==> config.mk <==
export PLATFORM = sky130hd
export DESIGN_NAME = riscv_mem_arbiter_flat
export DESIGN_NICKNAME = d
export VERILOG_FILES = /design/src/rtl/riscv_mem_arbiter_if.sv /design/src/rtl/riscv_mem_arbiter.sv /design/src/flat_wrapper.sv
export SDC_FILE = /design/constraint.sdc
export NUM_CORES = 1
export LEC_CHECK = 0
export CAP_MARGIN = 25
export CORE_AREA = 10 10 100 102
export CTS_BUF_LIST = sky130_fd_sc_hd__clkbuf_8
export DETAILED_ROUTE_END_ITERATION = 10
export DIE_AREA = 0 0 110 112
export GPL_TIMING_DRIVEN = 0
export PLACE_DENSITY = 0.88
export SLEW_MARGIN = 40
export SYNTH_ARGS = -nofsm -noshare
export SYNTH_HDL_FRONTEND = slang
export SYNTH_SLANG_ARGS = --single-unit
export TNS_END_PERCENT = 20
==> constraint.sdc <==
create_clock -name clk -period 3.7 [get_ports clk]
set_input_delay 0.925 -clock clk [delete_from_list [all_inputs] [get_ports clk]]
set_output_delay 0.925 -clock clk [all_outputs]
set_load 0.02 [all_outputs]
==> src/rtl/riscv_mem_arbiter_if.sv <==
// riscv_mem_arbiter_if: bundles the fetch, LSU and memory-side signals of the
// memory arbiter.
//   Fetch port : instr_req_i, instr_addr_i -> instr_gnt_o, instr_rvalid_o, instr_rdata_o
//   LSU port   : data_req_i, data_we_i, data_be_i, data_addr_i, data_wdata_i
//                -> data_gnt_o, data_rvalid_o, data_rdata_o
//   Memory port: mem_req_o, mem_we_o, mem_be_o, mem_addr_o, mem_wdata_o
//                <- mem_gnt_i, mem_rvalid_i, mem_rdata_i
//   Status     : arb_err_o
// Modports: slave is the arbiter's view; master is the view of the
// environment that drives the requests and models the memory.
interface riscv_mem_arbiter_if #(
  parameter int unsigned ADDR_W     = 32,
  parameter int unsigned DATA_WIDTH = 32
);
  localparam int unsigned BeW = DATA_WIDTH / 8;

  logic                  instr_req_i;
  logic [ADDR_W-1:0]     instr_addr_i;
  logic                  instr_gnt_o;
  logic                  instr_rvalid_o;
  logic [DATA_WIDTH-1:0] instr_rdata_o;

  logic                  data_req_i;
  logic                  data_we_i;
  logic [BeW-1:0]        data_be_i;
  logic [ADDR_W-1:0]     data_addr_i;
  logic [DATA_WIDTH-1:0] data_wdata_i;
  logic                  data_gnt_o;
  logic                  data_rvalid_o;
  logic [DATA_WIDTH-1:0] data_rdata_o;

  logic                  mem_req_o;
  logic                  mem_we_o;
  logic [BeW-1:0]        mem_be_o;
  logic [ADDR_W-1:0]     mem_addr_o;
  logic [DATA_WIDTH-1:0] mem_wdata_o;
  logic                  mem_gnt_i;
  logic                  mem_rvalid_i;
  logic [DATA_WIDTH-1:0] mem_rdata_i;

  logic                  arb_err_o;

  modport slave (
    input  instr_req_i, instr_addr_i,
    output instr_gnt_o, instr_rvalid_o, instr_rdata_o,
    input  data_req_i, data_we_i, data_be_i, data_addr_i, data_wdata_i,
    output data_gnt_o, data_rvalid_o, data_rdata_o,
    output mem_req_o, mem_we_o, mem_be_o, mem_addr_o, mem_wdata_o,
    input  mem_gnt_i, mem_rvalid_i, mem_rdata_i,
    output arb_err_o
  );

  modport master (
    output instr_req_i, instr_addr_i,
    input  instr_gnt_o, instr_rvalid_o, instr_rdata_o,
    output data_req_i, data_we_i, data_be_i, data_addr_i, data_wdata_i,
    input  data_gnt_o, data_rvalid_o, data_rdata_o,
    input  mem_req_o, mem_we_o, mem_be_o, mem_addr_o, mem_wdata_o,
    output mem_gnt_i, mem_rvalid_i, mem_rdata_i,
    input  arb_err_o
  );
endinterface

==> src/rtl/riscv_mem_arbiter.sv <==
// riscv_mem_arbiter: shares one memory port between instruction fetch and the
// LSU, with at most one outstanding memory transaction.
// Ports:
//   clk  - clock
//   rst  - asynchronous active-high reset; all outputs read 0 while held
//   bus  - riscv_mem_arbiter_if.slave (fetch, LSU and memory ports, arb_err_o)
// Arbitration in IDLE is decided combinationally in the request cycle.
// Configuration macro RISCV_MEM_ARB_RR_EN:
//   defined   - round-robin on contention (requester other than last_owner wins)
//   undefined - fixed priority, data over instr
// arb_err_o pulses one cycle after a mem_rvalid_i that arrives outside
// WAIT_RVALID; such responses are dropped.
module riscv_mem_arbiter #(
  parameter int unsigned ADDR_W     = 32,
  parameter int unsigned DATA_WIDTH = 32
) (
  input logic               clk,
  input logic               rst,
  riscv_mem_arbiter_if.slave bus
);
  localparam int unsigned BeW = DATA_WIDTH / 8;

  typedef enum logic [1:0] {StIdle, StWaitGnt, StWaitRvalid} state_e;
  typedef enum logic {OwnInstr, OwnData} owner_e;

  state_e state_q, state_d;
  owner_e owner_q, owner_d;
  logic   arb_err_q, arb_err_d;
`ifdef RISCV_MEM_ARB_RR_EN
  owner_e last_owner_q, last_owner_d;
`endif

  owner_e                winner;
  owner_e                sel;
  logic                  any_req;
  logic                  rsp_valid;
  logic                  mem_req;
  logic                  mem_we;
  logic [BeW-1:0]        mem_be;
  logic [ADDR_W-1:0]     mem_addr;
  logic [DATA_WIDTH-1:0] mem_wdata;
  logic                  instr_gnt, data_gnt;
  logic                  instr_rvalid, data_rvalid;
  logic [DATA_WIDTH-1:0] instr_rdata, data_rdata;

  always_ff @(posedge clk or posedge rst) begin
    if (rst) begin
      state_q   <= StIdle;
      owner_q   <= OwnInstr;
      arb_err_q <= 1'b0;
    end else begin
      state_q   <= state_d;
      owner_q   <= owner_d;
      arb_err_q <= arb_err_d;
    end
  end

`ifdef RISCV_MEM_ARB_RR_EN
  always_ff @(posedge clk or posedge rst) begin
    if (rst) begin
      last_owner_q <= OwnInstr;
    end else begin
      last_owner_q <= last_owner_d;
    end
  end
`endif

  always_comb begin
    state_d   = state_q;
    owner_d   = owner_q;
    arb_err_d = 1'b0;
    rsp_valid = 1'b0;
    mem_req   = 1'b0;
    any_req   = bus.instr_req_i | bus.data_req_i;

`ifdef RISCV_MEM_ARB_RR_EN
    // last_owner resets to instr, so the first contention goes to data.
    if (bus.instr_req_i && bus.data_req_i) begin
      winner = (last_owner_q == OwnData) ? OwnInstr : OwnData;
    end else begin
      winner = bus.data_req_i ? OwnData : OwnInstr;
    end
`else
    winner = bus.data_req_i ? OwnData : OwnInstr;
`endif

    // Once past IDLE the owner is locked; the other requester is ignored.
    sel = (state_q == StIdle) ? winner : owner_q;

    case (state_q)
      StIdle: begin
        mem_req = any_req;
        if (any_req) begin
          owner_d = winner;
          state_d = bus.mem_gnt_i ? StWaitRvalid : StWaitGnt;
        end
        arb_err_d = bus.mem_rvalid_i;
      end
      StWaitGnt: begin
        mem_req = 1'b1;
        if (bus.mem_gnt_i) begin
          state_d = StWaitRvalid;
        end
        arb_err_d = bus.mem_rvalid_i;
      end
      StWaitRvalid: begin
        if (bus.mem_rvalid_i) begin
          rsp_valid = 1'b1;
          state_d   = StIdle;
        end
      end
      default: begin
        state_d = StIdle;
      end
    endcase

    // Request field mux; fetches are always full-word reads.
    mem_we    = 1'b0;
    mem_be    = '0;
    mem_addr  = '0;
    mem_wdata = '0;
    if (mem_req) begin
      if (sel == OwnData) begin
        mem_we    = bus.data_we_i;
        mem_be    = bus.data_be_i;
        mem_addr  = bus.data_addr_i;
        mem_wdata = bus.data_wdata_i;
      end else begin
        mem_be    = {BeW{1'b1}};
        mem_addr  = bus.instr_addr_i;
      end
    end

    instr_gnt = mem_req & bus.mem_gnt_i & (sel == OwnInstr);
    data_gnt  = mem_req & bus.mem_gnt_i & (sel == OwnData);

    instr_rvalid = rsp_valid & (owner_q == OwnInstr);
    data_rvalid  = rsp_valid & (owner_q == OwnData);
    instr_rdata  = instr_rvalid ? bus.mem_rdata_i : '0;
    data_rdata   = data_rvalid ? bus.mem_rdata_i : '0;

`ifdef RISCV_MEM_ARB_RR_EN
    last_owner_d = last_owner_q;
    if (mem_req && bus.mem_gnt_i) begin
      last_owner_d = sel;
    end
`endif

    // The request path is combinational, so reset must mask it explicitly.
    if (rst) begin
      mem_req      = 1'b0;
      mem_we       = 1'b0;
      mem_be       = '0;
      mem_addr     = '0;
      mem_wdata    = '0;
      instr_gnt    = 1'b0;
      data_gnt     = 1'b0;
      instr_rvalid = 1'b0;
      data_rvalid  = 1'b0;
      instr_rdata  = '0;
      data_rdata   = '0;
    end
  end

  assign bus.mem_req_o      = mem_req;
  assign bus.mem_we_o       = mem_we;
  assign bus.mem_be_o       = mem_be;
  assign bus.mem_addr_o     = mem_addr;
  assign bus.mem_wdata_o    = mem_wdata;
  assign bus.instr_gnt_o    = instr_gnt;
  assign bus.data_gnt_o     = data_gnt;
  assign bus.instr_rvalid_o = instr_rvalid;
  assign bus.data_rvalid_o  = data_rvalid;
  assign bus.instr_rdata_o  = instr_rdata;
  assign bus.data_rdata_o   = data_rdata;
  assign bus.arb_err_o      = arb_err_q & ~rst;

endmodule

==> src/flat_wrapper.sv <==
// flat-port wrapper written by rule: the top's interface ports become plain ports
module riscv_mem_arbiter_flat 
#(
  parameter int unsigned ADDR_W     = 32,
  parameter int unsigned DATA_WIDTH = 32
)
  (clk, rst, bus_instr_req_i, bus_instr_addr_i, bus_instr_gnt_o, bus_instr_rvalid_o, bus_instr_rdata_o, bus_data_req_i, bus_data_we_i, bus_data_be_i, bus_data_addr_i, bus_data_wdata_i, bus_data_gnt_o, bus_data_rvalid_o, bus_data_rdata_o, bus_mem_req_o, bus_mem_we_o, bus_mem_be_o, bus_mem_addr_o, bus_mem_wdata_o, bus_mem_gnt_i, bus_mem_rvalid_i, bus_mem_rdata_i, bus_arb_err_o);
  riscv_mem_arbiter_if #(.ADDR_W(ADDR_W), .DATA_WIDTH(DATA_WIDTH)) bus_i ();
  input logic clk;
  input logic rst;
  input wire logic [$bits(bus_i.instr_req_i)-1:0] bus_instr_req_i;
  input wire logic [$bits(bus_i.instr_addr_i)-1:0] bus_instr_addr_i;
  output wire logic [$bits(bus_i.instr_gnt_o)-1:0] bus_instr_gnt_o;
  output wire logic [$bits(bus_i.instr_rvalid_o)-1:0] bus_instr_rvalid_o;
  output wire logic [$bits(bus_i.instr_rdata_o)-1:0] bus_instr_rdata_o;
  input wire logic [$bits(bus_i.data_req_i)-1:0] bus_data_req_i;
  input wire logic [$bits(bus_i.data_we_i)-1:0] bus_data_we_i;
  input wire logic [$bits(bus_i.data_be_i)-1:0] bus_data_be_i;
  input wire logic [$bits(bus_i.data_addr_i)-1:0] bus_data_addr_i;
  input wire logic [$bits(bus_i.data_wdata_i)-1:0] bus_data_wdata_i;
  output wire logic [$bits(bus_i.data_gnt_o)-1:0] bus_data_gnt_o;
  output wire logic [$bits(bus_i.data_rvalid_o)-1:0] bus_data_rvalid_o;
  output wire logic [$bits(bus_i.data_rdata_o)-1:0] bus_data_rdata_o;
  output wire logic [$bits(bus_i.mem_req_o)-1:0] bus_mem_req_o;
  output wire logic [$bits(bus_i.mem_we_o)-1:0] bus_mem_we_o;
  output wire logic [$bits(bus_i.mem_be_o)-1:0] bus_mem_be_o;
  output wire logic [$bits(bus_i.mem_addr_o)-1:0] bus_mem_addr_o;
  output wire logic [$bits(bus_i.mem_wdata_o)-1:0] bus_mem_wdata_o;
  input wire logic [$bits(bus_i.mem_gnt_i)-1:0] bus_mem_gnt_i;
  input wire logic [$bits(bus_i.mem_rvalid_i)-1:0] bus_mem_rvalid_i;
  input wire logic [$bits(bus_i.mem_rdata_i)-1:0] bus_mem_rdata_i;
  output wire logic [$bits(bus_i.arb_err_o)-1:0] bus_arb_err_o;
  assign bus_i.instr_req_i = bus_instr_req_i;
  assign bus_i.instr_addr_i = bus_instr_addr_i;
  assign bus_instr_gnt_o = bus_i.instr_gnt_o;
  assign bus_instr_rvalid_o = bus_i.instr_rvalid_o;
  assign bus_instr_rdata_o = bus_i.instr_rdata_o;
  assign bus_i.data_req_i = bus_data_req_i;
  assign bus_i.data_we_i = bus_data_we_i;
  assign bus_i.data_be_i = bus_data_be_i;
  assign bus_i.data_addr_i = bus_data_addr_i;
  assign bus_i.data_wdata_i = bus_data_wdata_i;
  assign bus_data_gnt_o = bus_i.data_gnt_o;
  assign bus_data_rvalid_o = bus_i.data_rvalid_o;
  assign bus_data_rdata_o = bus_i.data_rdata_o;
  assign bus_mem_req_o = bus_i.mem_req_o;
  assign bus_mem_we_o = bus_i.mem_we_o;
  assign bus_mem_be_o = bus_i.mem_be_o;
  assign bus_mem_addr_o = bus_i.mem_addr_o;
  assign bus_mem_wdata_o = bus_i.mem_wdata_o;
  assign bus_i.mem_gnt_i = bus_mem_gnt_i;
  assign bus_i.mem_rvalid_i = bus_mem_rvalid_i;
  assign bus_i.mem_rdata_i = bus_mem_rdata_i;
  assign bus_arb_err_o = bus_i.arb_err_o;
  riscv_mem_arbiter #(.ADDR_W(ADDR_W), .DATA_WIDTH(DATA_WIDTH)) u_core (.clk(clk), .rst(rst), .bus(bus_i));
endmodule
Word level (Yosys, flattened, before mapping). Cells that the tools add are included.

Equality and inequality tests: 5. Multiplexer cells: 32. Bitwise logic cells: 10. Reduce and logical (&&, ||, !) cells: 4.

Operator list (count): two-way mux 32 bit (10); two-way mux 1 bit (13); two-way mux 4 bit (3); two-way mux 2 bit (4); bitwise AND 1 bit (6); one-hot mux 2 bit (3 select lines) (1); inequality test 2 bit, second input constant (2); NOT 1 bit (3); AND reduction 3 bit (1); == test 2 x 1 -> 1 bit, second input constant (1); == test 2 bit, second input constant (1); logical NOT 2 bit (1); inequality test 2 x 1 -> 1 bit, second input constant (1); one-hot mux 1 bit (2 select lines) (1); AND reduction 2 bit (1); OR reduction 2 bit (1); OR 1 bit (1).

Register bits: 4. Input port bits: 139. Output and inout bits: 139. Word-level logic and storage cells: 54.

Longest topological paths before layout. Gate-level depths: netlist of the first run.

Depth in word-level cells: 5. Depth in mapped cells: 6.

Worst setup path after synthesis of the first run. Ideal clock, no wire load.

Path kind: input to output. Start: input port rst. End: output port bus_data_gnt_o. Arrival time: 1.943 ns. Slack: 0.832 ns. Cell stages on the path: 3. Cell sequence: or3_1 -> buf_6 -> nor3b_1.

Word-level cells in the longest chain between the ends: 1.

RTL lines: from (decl) (RTL line flat_wrapper.sv:10) `input logic rst;`; two-way mux 1 bit (RTL line riscv_mem_arbiter.sv:150) `if (rst) begin`; to (decl) (RTL line flat_wrapper.sv:21) `output wire logic [$bits(bus_i.data_gnt_o)-1:0] bus_data_gnt_o;`.

Every way passes these cells.

Worst setup path in the final report of the first run.
Start: input port bus_data_req_i. End: output port bus_mem_wdata_o[18].

Word-level cells in the longest chain between the ends: 5. Elaborated cells between the ends (all ways): 7. Classes of those cells: 6 x mux; 1 x bitwise.

RTL lines: from (decl) (RTL line flat_wrapper.sv:16) `input wire logic [$bits(bus_i.data_req_i)-1:0] bus_data_req_i;`; two-way mux 1 bit (RTL line riscv_mem_arbiter.sv:84) `winner = bus.data_req_i ? OwnData : OwnInstr;`; two-way mux 1 bit (RTL line riscv_mem_arbiter.sv:88) `sel = (state_q == StIdle) ? winner : owner_q;`; two-way mux 32 bit (RTL line riscv_mem_arbiter.sv:123) `if (sel == OwnData) begin`; two-way mux 32 bit * (RTL line riscv_mem_arbiter.sv:122) `if (mem_req) begin`; two-way mux 32 bit * (RTL line riscv_mem_arbiter.sv:150); to (decl) (RTL line flat_wrapper.sv:28) `output wire logic [$bits(bus_i.mem_wdata_o)-1:0] bus_mem_wdata_o;`.

Every way passes the cells marked *; elsewhere a longest branch is shown, timed or not.

==> results of run 1 <==
==> flip-flops by register name, summed over array words and instances (netlist names) <==
name / cells
u_core.owner_q: 1
u_core.arb_err_q: 1
u_core.state_q: 2
==> power by group <==
| part | internal, mW | leakage [nW] | total, mW | switching, mW |
|---|---|---|---|---|
| sequential | 0.0517 | 0.0485 | 0.0602 | 0.00850 |
| clock | 0.0694 | 0.0216 | 0.0930 | 0.0236 |
| combinational | 0.364 | 2.37 | 0.799 | 0.435 |
==> worst reg2reg max path, stage by stage, from the launching register on <==
cell	delay [ps]
dfrtp_1	410
buf_6	160
o21a_2	260
nor2_2	270
o21ai_0	150
==> synth_stat cells (all sizes together) <==
cell type  count
and2          97
inv            2
nor2b          2
nand3         32
nor3b          2
nor2           3
buf           14
nor3           3
or3b           1
and3           1
and4           2
dfrtp          4
clkbuf        14
or3            1
nand2b         1
clkinv         1
o2bb2ai        1
o21a           5
o21ai         34
a21oi         32
mux2i          1
==> cell families after synthesis <==
family / count (synthesis) / share of synthesized area
AND/OR/NAND/NOR: 145 / 0.5262
AO/OA/AOI/OAI: 72 / 0.2952
flip-flops: 4 / 0.05979
multiplexers: 1 / 0.005979
buffers and inverters: 31 / 0.1129
==> path summary, 6_finish.rpt <==
path                                            end  slack, ps  cells past startpoint
worst min register to register       u_core.owner_q        650                      2
worst min-delay path                 u_core.owner_q        650                      2
max in group asynchronous         u_core.state_q[0]       2700                      2
worst max register to register       u_core.owner_q       2300                      4
min in group asynchronous         u_core.state_q[1]        850                      2
worst max-delay path            bus_mem_wdata_o[18]         60                      7
==> final cells by class <==
type                    count  area (sq um)
well taps                 105         131.4
clock buffers               3         41.29
flip-flops and latches      4         100.1
fillers                   800          3511
multi-input cells         218          1403
inverters                   3         12.51
repair buffers            282          2663
plain buffers              28         190.2
==> through the flow <==
stage	std cells	area (sq um)
2_1_floorplan	253	1674
3_5_place_dp	635	4578
5_1_grt	643	4541
6_report	643	4541
3_3_place_gp	635	4578
4_1_cts	640	4527
==> repair_timing <==
| item | 4_1_cts | 5_1_grt |
|---|---|---|
| gates resized for setup | 121 | 70 |
| pin swaps | 0 | 1 |
| endpoints found under the setup margin | 129 | 48 |
| buffers inserted | 2 | 3 |
==> placed cells by master, fill, tap and decap left out <==
cell and instances:
o21ai_0 33, nor3_2 1, and4_2 2, nand2b_1 1
or3_1 1, buf_6 8, buf_1 3, nor3_1 1
and2_1 97, nor3b_1 1, o21ai_2 1, o2bb2ai_1 1
o21a_2 1, nor3b_4 1, a21oi_1 2, nor2b_1 2
dlygate4sd2_1 78, a21oi_2 30, inv_1 2, clkbuf_8 3
dlymetal6s2s_1 18, nand3_1 32, clkbuf_1 3, o21a_1 4
clkbuf_4 2, clkdlybuf4s15_1 12, nor2_2 1, buf_4 6
nor2_1 2, or3b_1 1, buf_2 2, and3_1 1
clkdlybuf4s50_1 150, nor3_4 1, clkbuf_2 28, clkinv_2 1
dfrtp_1 4, mux2i_1 1
==> routing by layer <==
metal,part of all wire,vias up,GRT usage,routed length [microns]
met3,0.087,23,0.06113,1086
met5,0,-,0,0
met1,0.35,1375,0.1860,4412
met2,0.54,179,0.3511,6785
li1,-,1427,-,-
met4,0.020,0,0.05035,251
==> flow_metrics.py, run 1 <==
metrics = {
    "outcome": {
        "status": "finished clean",
    },
    "cts": {
        "root_buffer": "clkbuf_8",
        "cts.htree.levels": 1,
        "hold_buffers": 0,
        "numCtsBuffers": 3,
        "clkLatencyLatePin_ps": 220,
        "clk_pin_slew_worst_paths_ps": 30,
        "cts_sinks": 4,
        "cts_tree": "built",
        "cts_buffer_depth": 2,
    },
    "route": {
        "wl_per_cell_microns": 19.50,
        "first_iter_violations": 88,
        "drc": 0,
        "vias_per_cell": 4.672,
        "drtPass1Iterations": 5,
        "vias": 3004,
        "totalWireLength_microns": 12540,
        "ant_nets": 0,
    },
    "die": {
        "num_io_pins": 278,
        "start_util": 0.2079,
        "die-area_sq_mm": 0.01232,
        "rows": 33,
        "die_w_microns": 110,
        "coreArea_sq_mm": 0.008051,
        "fp.dieH_microns": 112,
    },
    "setup_path": {
        "path_class": "in2out",
        "cp_top_family": "buffers and inverters",
        "cp_slowest_stage_delay_ps": 550,
        "arrival_ps": 2720,
        "slowest_stage": "clkdlybuf4s50_1",
        "reg2reg_from": "u_core.state_q[1]",
        "cp-startpoint": "bus_data_req_i",
        "cp_num_buf_inv": 4,
        "cp_cell_sequence": "clkdlybuf4s50_1 -> mux2i_1 -> nor3_4 -> buf_4 -> clkbuf_2 -> and2_1 -> dlygate4sd2_1",
        "worstPathMaxFanout": 10,
        "critPathCaptureType": "output port",
        "start_kind": "input pin",
        "cp.required_ps": 2770,
    },
    "yosys": {
        "ys_ff_latch": 4,
        "avgSynthCellArea_sq_um": 6.617,
        "synth_area_leaders": "and2_1, a21oi_2, o21ai_0",
        "synth_area_leader_cell": "and2_1",
        "syn_area_sq_mm": 0.001674,
        "synth_cells": 253,
        "synth_fp_nets": 392,
        "ys_types": 30,
        "ys_warn_count": 0,
        "ys_seq_area_frac": 0.05979,
        "synth_top_area_frac": 0.3625,
    },
    "global_routing": {
        "grt_max_degree": 11,
        "grt_pass1_vias": 3211,
        "grt_use_total": 0.1861,
        "globalRouteOverflowTotal": 0,
        "antenna_found_initial": 0,
        "grt_pass1_wl_microns": 18170,
    },
    "finish": {
        "drive_gt1_frac": 0.1636,
        "final_util": 0.5639,
        "nets": 679,
        "area_growth_pct": 171.2,
        "antenna_cells": 0,
    },
    "timing": {
        "fin_setup_tns_ps": 0,
        "tightest_slew_ps": 460.0,
        "finalSetupViolCount": 0,
        "fin_crit_ps": 3641,
        "clock_skew_ps": 1.938,
        "slew_viol_final": 0,
        "whs_ps": 647.1,
        "fmax_mhz": 274.7,
        "setup_ws_ps": 59.28,
        "timing.final.crit_share": 0.9840,
        "slew_headroom": 0.6934,
        "hold_viol": 0,
    },
    "run": {
        "cap_viol_max_count": 0,
    },
    "place": {
        "hpwl_microns": 10940,
        "place_ws_ps": -411.9,
        "port-buffer-count": 277,
        "gp_congestion": 0.8660,
    },
    "worst_hold_path": {
        "min_from": "u_core.owner_q",
        "hp-class": "reg2reg",
    },
    "power": {
        "ir_worst_vdd_mv": 0.1008,
        "p_leak_nw": 2.441,
        "p_per_area_mw_per_mm2": 209.7,
        "finalPower_mw": 0.9521,
    },
}
(Power assumes the default switching activity.)
==> inputs of run 2 (changes only) <==
--- a/config.mk
+++ b/config.mk
@@ -5,7 +5,6 @@
 export SDC_FILE = /design/constraint.sdc
 export NUM_CORES = 1
 export LEC_CHECK = 0
-export CAP_MARGIN = 25
 export CORE_AREA = 10 10 100 102
 export CTS_BUF_LIST = sky130_fd_sc_hd__clkbuf_8
 export DETAILED_ROUTE_END_ITERATION = 10
==> results of run 2 <==
No change in the layout: final DEF, timing and power equal those of run 1.
==> inputs of run 3 (changes only) <==
--- a/config.mk
+++ b/config.mk
@@ -5,12 +5,12 @@
 export SDC_FILE = /design/constraint.sdc
 export NUM_CORES = 1
 export LEC_CHECK = 0
-export CORE_AREA = 10 10 100 102
+export CORE_AREA = 4 4 105 107
 export CTS_BUF_LIST = sky130_fd_sc_hd__clkbuf_8
 export DETAILED_ROUTE_END_ITERATION = 10
-export DIE_AREA = 0 0 110 112
+export DIE_AREA = 0 0 109 111
 export GPL_TIMING_DRIVEN = 0
-export PLACE_DENSITY = 0.88
+export PLACE_DENSITY = 0.75
 export SLEW_MARGIN = 40
 export SYNTH_ARGS = -nofsm -noshare
 export SYNTH_HDL_FRONTEND = slang
==> run 3 against run 2 <==
Effect of this change: clock power is 2% lower; count of clock-buffer cells in the layout stayed put; combinational power is 0.8% lower; design area is 0.17% higher; clock skew is 1.5 ps lower; utilization is 12 points lower; critical endpoint is now bus_mem_addr_o[21]; largest power group unchanged.
==> flow_metrics.py, run 3 (synthesized netlist as in run 1, its figures left out) <==
metrics = {
    "finish": {
        "final_common_cell": "clkdlybuf4s50_1",
        "area_growth_pct": 171.7,
        "reg_top3": "u_core.state_q: 2 flops, u_core.arb_err_q: 1 flops, u_core.owner_q: 1 flops",
        "drive_gt1_frac": 0.1599,
        "layout_common_cells": "clkdlybuf4s50_1, dlygate4sd2_1, and2_1",
        "stdcell_area_sq_mm": 0.004548,
        "antenna_cells": 0,
        "regArea_sq_um": 100.1,
        "final.fill_count": 1024,
        "largest_register_ffs": 2,
        "multiInputGateArea_sq_mm": 0.001403,
        "nets": 679,
        "top_register": "u_core.state_q",
    },
    "power": {
        "finalPower_mw": 0.9438,
        "net-switching-power_mw": 0.4607,
        "p_int_mw": 0.4831,
        "power.share.clock": 0.097,
        "p_leak_nw": 2.403,
        "p_per_area_mw_per_mm2": 207.5,
        "p_sw_frac": 0.4881,
        "power_frac_seq": 0.063,
        "ir_worst_vdd_mv": 0.08417,
        "power_frac_comb": 0.840,
    },
    "cts": {
        "clk_pin_slew_worst_paths_ps": 30,
        "numCtsBuffers": 3,
        "root_buffer": "clkbuf_8",
        "cts.htree.levels": 1,
        "clkLatencyLatePin_ps": 220,
        "cts_tree": "built",
        "cts_buffer_depth": 2,
        "hold_buffers": 0,
        "cts_sinks": 4,
    },
    "setup_path": {
        "ff2ff_path_depth": 4,
        "worstPathMaxFanout": 10,
        "cp_cell_sequence": "clkdlybuf4s50_1 -> or3b_1 -> clkbuf_2 -> buf_6 -> nand3_1 -> a21oi_2 -> dlygate4sd2_1",
        "cp_slowest_stage_delay_ps": 540,
        "slowest_stage": "clkdlybuf4s50_1",
        "cp.required_ps": 2770,
        "arrival_ps": 2680,
        "path_class": "in2out",
        "critPathCaptureType": "output port",
        "start_kind": "input pin",
    },
    "route": {
        "drc": 0,
        "vias_per_cell": 4.307,
        "first_iter_violations": 105,
        "vias": 2903,
        "totalWireLength_microns": 10170,
        "ant_nets": 0,
        "wl_per_cell_microns": 15.08,
        "drtPass1Iterations": 4,
    },
    "die": {
        "rows": 37,
        "die-area_sq_mm": 0.01210,
        "coreArea_sq_mm": 0.01014,
        "fp.dieH_microns": 111,
        "start_util": 0.1651,
        "die_w_microns": 109,
        "num_io_pins": 278,
    },
    "timing": {
        "finalSetupViolCount": 0,
        "fin_setup_tns_ps": 0,
        "tightest_slew_ps": 441.3,
        "slew_headroom": 0.7058,
        "fin_crit_ps": 3610,
        "timing.final.crit_share": 0.9756,
        "slew_viol_final": 0,
        "fmax_mhz": 277.0,
        "clock_skew_ps": 0.4066,
        "hold_viol": 0,
    },
    "worst_hold_path": {
        "hp-class": "reg2reg",
        "worstHoldPathCells": 2,
    },
    "global_routing": {
        "antenna_found_initial": 0,
        "grt_pass1_vias": 3049,
        "met3_usage": 0.04950,
        "grt_pass1_wl_microns": 14990,
        "met1_usage": 0.1518,
        "grt.busiest_layer": "met2",
        "grt_use_total": 0.1528,
        "use_met2": 0.2952,
        "grt_max_degree": 11,
        "globalRouteOverflowTotal": 0,
    },
    "outcome": {
        "status": "finished clean",
    },
    "run": {
        "cap_viol_max_count": 0,
    },
    "place": {
        "port-buffer-count": 277,
        "hpwl_microns": 8731,
        "gp_congestion": 0.7474,
        "dpl_cell_area_sq_mm": 0.004617,
    },
}
==> run 3: per-stage QoR <==
stage	hold slack (ps)	std cells	util	setup WS, ps
after floorplan	575.3	253	-	831.6
after global placement	615.7	666	0.4554	-473.4
after detailed placement	633.7	666	0.4554	-531.2
after CTS	641.5	672	0.4498	-101.5
after global routing	695.4	674	0.4486	-4.112
final	634.3	674	0.4486	90.27
==> run 3: final timing paths <==
check,startpoint,to,slack [ps]
setup reg to reg,u_core.state_q[1],u_core.owner_q,2280
max in group asynchronous,rst,u_core.owner_q,2470
hold reg to reg,u_core.owner_q,u_core.owner_q,630
setup / recovery,bus_data_req_i,bus_mem_addr_o[21],90
min in group asynchronous,rst,u_core.state_q[1],1080
hold / removal,u_core.owner_q,u_core.owner_q,630
==> run 3: repair_timing <==
item                                    4_1_cts  5_1_grt
endpoints found under the setup margin      126       32
resized for setup                           138       52
buffers inserted                              3        2
pin swaps                                     0        1
gates cloned                                  0        0
==> run 3: power by group through the flow <==
stage / sequential [mW] / clock [mW] / combinational (mW)
after floorplan: 0.0576 / 0 / 0.430
after global placement: 0.0590 / 0 / 0.837
after detailed placement: 0.0596 / 0 / 0.850
after CTS: 0.0598 / 0.0927 / 0.804
after global routing: 0.0611 / 0.0968 / 0.857
final: 0.0596 / 0.0911 / 0.793
==> run 3: metal layers <==
layer,vias up,part of all wire
met2,166,0.52
met4,0,0.015
met5,-,0
met3,13,0.11
li1,1423,-
met1,1301,0.35
==> run 3: final cells by class <==
cell class	instances	area share
timing repair buffer	282	0.5780
sequential	4	0.02201
multi-input combinational	218	0.3084
buffer	28	0.04237
clock buffer	3	0.009078
tap	136	0.03741
inverter	3	0.002751
==> run 3: worst max-delay path: cells and delay by family <==
kind	cells	cell delay, ps
AOI/OAI and AO/OA	1	60
buffers and inverters	4	1240
and+or+nand+nor	2	470
